### config.mk
export PLATFORM = sky130hd
export DESIGN_NAME = param_register_file
export DESIGN_NICKNAME = d
export VERILOG_FILES = /design/src/rtl/param_register_file.sv
export SDC_FILE = /design/constraint.sdc
export NUM_CORES = 1
export LEC_CHECK = 0
export ABC_AREA = 1
export CORE_AREA = 10 10 155 157
export DETAILED_ROUTE_END_ITERATION = 8
export DIE_AREA = 0 0 165 167
export GPL_TIMING_DRIVEN = 1
export PLACE_DENSITY_LB_ADDON = 0.2
export SLEW_MARGIN = 20
export SYNTH_ARGS = -nofsm -noshare
export SYNTH_HDL_FRONTEND = slang
export SYNTH_SLANG_ARGS = --single-unit
### constraint.sdc
create_clock -name clk_i -period 2.5 [get_ports clk_i]
set_input_delay 0.25 -clock clk_i [delete_from_list [all_inputs] [get_ports clk_i]]
set_output_delay 0.25 -clock clk_i [all_outputs]
set_load 0.02 [all_outputs]
### src/rtl/param_register_file.sv
// Parameterised register file with two combinational read ports, one write port
// and a self-timed clear sweep that zeroes every register, one per cycle.
//
// Optional feature: define REGFILE_BYPASS_EN for write-to-read forwarding in IDLE.
//
// Parameters:
//   DATA_W   register width in bits
//   ADDR_W   address width; 2**ADDR_W registers
//   ZERO_REG when 1, register 0 reads as zero and ignores writes
// Ports:
//   clk_i               clock, all state updates on the rising edge
//   rst_i               synchronous active-high reset; starts a clear sweep
//   we_i/waddr_i/wdata_i  write port
//   raddr1_i/raddr2_i   read addresses
//   rdata1_o/rdata2_o   combinational read data (zero while busy)
//   clr_req_i           request a clear sweep
//   busy_o              high during every sweep cycle
//   clr_done_o          one-cycle pulse after the sweep completes
//   wr_drop_o           one-cycle pulse after a write arrived during a sweep
module param_register_file #(
  parameter int unsigned DATA_W   = 16,
  parameter int unsigned ADDR_W   = 3,
  parameter bit          ZERO_REG = 1'b0
) (
  input  logic              clk_i,
  input  logic              rst_i,
  input  logic              we_i,
  input  logic [ADDR_W-1:0] waddr_i,
  input  logic [DATA_W-1:0] wdata_i,
  input  logic [ADDR_W-1:0] raddr1_i,
  input  logic [ADDR_W-1:0] raddr2_i,
  output logic [DATA_W-1:0] rdata1_o,
  output logic [DATA_W-1:0] rdata2_o,
  input  logic              clr_req_i,
  output logic              busy_o,
  output logic              clr_done_o,
  output logic              wr_drop_o
);

  localparam int unsigned Depth = 2 ** ADDR_W;

  typedef enum logic {StIdle, StClear} state_e;

  state_e            state_q, state_d;
  logic [ADDR_W-1:0] cnt_q, cnt_d;
  logic              clr_done_q, clr_done_d;
  logic              wr_drop_q, wr_drop_d;

  logic [DATA_W-1:0] mem_q [Depth];
  logic              mem_we;
  logic [ADDR_W-1:0] mem_waddr;
  logic [DATA_W-1:0] mem_wdata;
  logic              user_we;

  // A user write that would actually land in storage (hard-zero register excluded).
  assign user_we = we_i && !(ZERO_REG && (waddr_i == '0));

  always_comb begin
    state_d    = state_q;
    cnt_d      = cnt_q;
    clr_done_d = 1'b0;
    wr_drop_d  = 1'b0;
    mem_we     = 1'b0;
    mem_waddr  = waddr_i;
    mem_wdata  = wdata_i;
    unique case (state_q)
      StIdle: begin
        // A same-cycle write still lands before the sweep begins.
        mem_we = user_we;
        if (clr_req_i) begin
          state_d = StClear;
          cnt_d   = '0;
        end
      end
      StClear: begin
        mem_we    = 1'b1;
        mem_waddr = cnt_q;
        mem_wdata = '0;
        cnt_d     = cnt_q + ADDR_W'(1);
        wr_drop_d = we_i;
        if (cnt_q == ADDR_W'(Depth - 1)) begin
          state_d    = StIdle;
          clr_done_d = 1'b1;
        end
      end
    endcase
  end

  always_ff @(posedge clk_i) begin
    if (rst_i) begin
      state_q    <= StClear;
      cnt_q      <= '0;
      clr_done_q <= 1'b0;
      wr_drop_q  <= 1'b0;
    end else begin
      state_q    <= state_d;
      cnt_q      <= cnt_d;
      clr_done_q <= clr_done_d;
      wr_drop_q  <= wr_drop_d;
    end
  end

  // Storage has no reset; reset only restarts the sweep.
  always_ff @(posedge clk_i) begin
    if (!rst_i && mem_we) begin
      mem_q[mem_waddr] <= mem_wdata;
    end
  end

  always_comb begin
    rdata1_o = mem_q[raddr1_i];
    rdata2_o = mem_q[raddr2_i];
`ifdef REGFILE_BYPASS_EN
    if (state_q == StIdle && user_we) begin
      if (raddr1_i == waddr_i) rdata1_o = wdata_i;
      if (raddr2_i == waddr_i) rdata2_o = wdata_i;
    end
`endif
    if (ZERO_REG && (raddr1_i == '0)) rdata1_o = '0;
    if (ZERO_REG && (raddr2_i == '0)) rdata2_o = '0;
    if (state_q == StClear) begin
      rdata1_o = '0;
      rdata2_o = '0;
    end
  end

  assign busy_o     = (state_q == StClear);
  assign clr_done_o = clr_done_q;
  assign wr_drop_o  = wr_drop_q;

endmodule

==> metrics.txt <==
outcome=finished clean; warning count from the yosys run=0; TritonCTS Sinks=134; depth of the CTS H-tree=4; vias after detailed routing=6057; RSZ-0062 raised after global routing=true; antenna violations before repair=0; Placed Cells=1262; endpoint kind of the worst setup timing path=output port; number of clock buffers inserted by TritonCTS=17; # port buffers=63; leading cell types in the layout, fill and taps excluded=nand2_1 (332), nand3_1 (160), inv_1 (154), edfxtp_1 (128), nor2_1 (84); FMAX=419 MHz; average detailed-routed wire length per instance=16.0 um; cell chosen for the clock root=clkbuf_16; ratio of final minimum period to clock period=0.954; final net count=1037; Post-CTS Repair Setup Buffers=0; weighted congestion reported at the end of routability-driven placement=0.794; number of slew-limit violations in the final report=0; Die Ht=167 um; class of the most critical setup path=in2out; pin slew with the least headroom to its limit=0.521 ns; clock transition at the registers of the reported paths=0.06 ns; filler instances=2080; clock latency of the later-clocked register in the worst-skew pair=0.42 ns; setup violators final=0; final core occ=0.432; HPWL after detailed placement=13000 um; top-level port count=64; first-pass iteration count of the detailed router=5; antenna cells=0; first-pass GRT wire length=32300 um; max_cap viols=0; #FFs+latches synth=134; Longest Clk Path Bufs=2; Synth Net Count=969; Distinct cells, synth=18; largest voltage drop on the vdd net=0.467 mV; normalized max-slew margin=0.651; Non-Filler Instances=1294; leakage component of the power=4.15 nW; number of global-route vias before repair=5863; number of antenna-violating nets in the routed design=0; GR Util All Layers=0.152; grt total ovfl=0; Pwr Density=613 nW/um2; Via-to-Cell Ratio=4.68; maximum number of pins on one net before global-route repair=35; DR iter-0 viols=364; Final min period=2.38 ns; total wire length after detailed routing=20700 um; mean cell area of the mapped netlist=7.95 um2; Critical Path Source Type=input port; CTS tree=done; setup skew after layout=0.00563 ns; Initial Util=0.358; netlist area before placement=7450 um2; final-report hold violation count=0; layout overhead on the synthesized area=20.7%; number of rows created at floorplan=53; arrival time of data at the critical path endpoint=2.13 ns; cells after synthesis=938; Chip Width=165 um; smallest hold slack=0.382 ns; remaining routing DRC violations=0; die area=27600 um2; required time at the worst-slack endpoint=2.25 ns; type of the most critical hold path=in2reg; worst setup slack for register-to-register paths=0.68 ns; floorplan core area=20800 um2; share of cells above drive strength 1=0.0795; proportion of synthesized chip area in sequential cells=0.532; leading cell type in the layout, fill and taps excluded=nand2_1; biggest fanout along the worst timing path=16
where the power goes:
part / switching [W] / internal, W / leakage, nW
Sequential: 0.0000159 / 0.00251 / 1.25
Clock: 0.000929 / 0.00145 / 0.265
Combinational: 0.000391 / 0.000218 / 2.63
Total: 0.00134 / 0.00418 / 4.15
registers in the layout, indices dropped and copies added, names as in the netlist:
name and cells:
mem_q 128, busy_o 1, cnt_q 3, wr_drop_o 1, clr_done_o 1
metal layers:
layer	track usage	vias up	wire, um
met3	0.0264	32	857
li1	-	3065	-
met2	0.259	143	10300
met5	0	-	0
met1	0.186	2817	9130
met4	0.0539	0	361
synth_stat cells (all sizes together):
cell type  count  share of area
inv          158          0.080
nor2          91          0.046
a21oi          1        0.00067
nand2        332           0.17
o22ai          1        0.00084
clkbuf         1        0.00050
edfxtp       128           0.52
o21ai          6         0.0040
nand3        160           0.11
buf           51          0.058
dfxtp          6          0.016
ha             2         0.0034
o211ai         1         0.0010
area by class of cell:
| type | instances | area (um2) | share of cell area |
|---|---|---|---|
| timing repair buffer | 101 | 1050 | 0.117 |
| inverter | 158 | 593 | 0.0659 |
| tap | 275 | 344 | 0.0382 |
| sequential | 134 | 3960 | 0.441 |
| clock inverter | 15 | 139 | 0.0154 |
| clock buffer | 17 | 425 | 0.0473 |
| multi-input combinational | 594 | 2480 | 0.276 |
worst paths after layout:
| check | start | end | cells past startpoint |
|---|---|---|---|
| worst max-delay path | raddr1_i[1] | rdata1_o[11] | 8 |
| worst max register to register | busy_o | mem_q[1][5] | 6 |
| worst min-delay path | we_i | wr_drop_o | 3 |
| worst min register to register | cnt_q[0] | cnt_q[0] | 2 |
per-stage QoR:
stage | cell area (um2) | power, W | setup TNS [ns] | worst slack [ns]
2_1_floorplan | 7450 | 0.00298 | 0 | 0.441
3_3_place_gp | 8420 | 0.00318 | 0 | 0.0507
3_5_place_dp | 8420 | 0.00318 | 0 | 0.0657
4_1_cts | 8990 | 0.00555 | 0 | 0.0499
5_1_grt | 9000 | 0.00573 | -0.0149 | -0.0149
6_report | 9000 | 0.00552 | 0 | 0.115
cells by family (layout without fill, tap and decap cells):
group,after synthesis,after routing,synth area share
buffers and inverters,210,291,0.138
and+or+nand+nor,583,583,0.320
DFF,134,134,0.532
AOI/OAI and AO/OA,9,9,0.00654
adders and majority gates,2,2,0.00336
what timing repair did:
| action | in CTS | in global routing |
|---|---|---|
| hold buffers | 0 | 0 |
| resized for setup | 0 | 3 |
| setup endpoints to repair | 0 | 3 |
critical path: stages:
cell and delay [ns]:
clkdlybuf4s50_1 0.53, inv_2 0.16, buf_12 0.17, nand3_1 0.11, nand2_1 0.07, nor2_1 0.04, nor2_1 0.17, clkdlybuf4s50_1 0.64
Note: power is estimated with default switching activity, not from simulation.
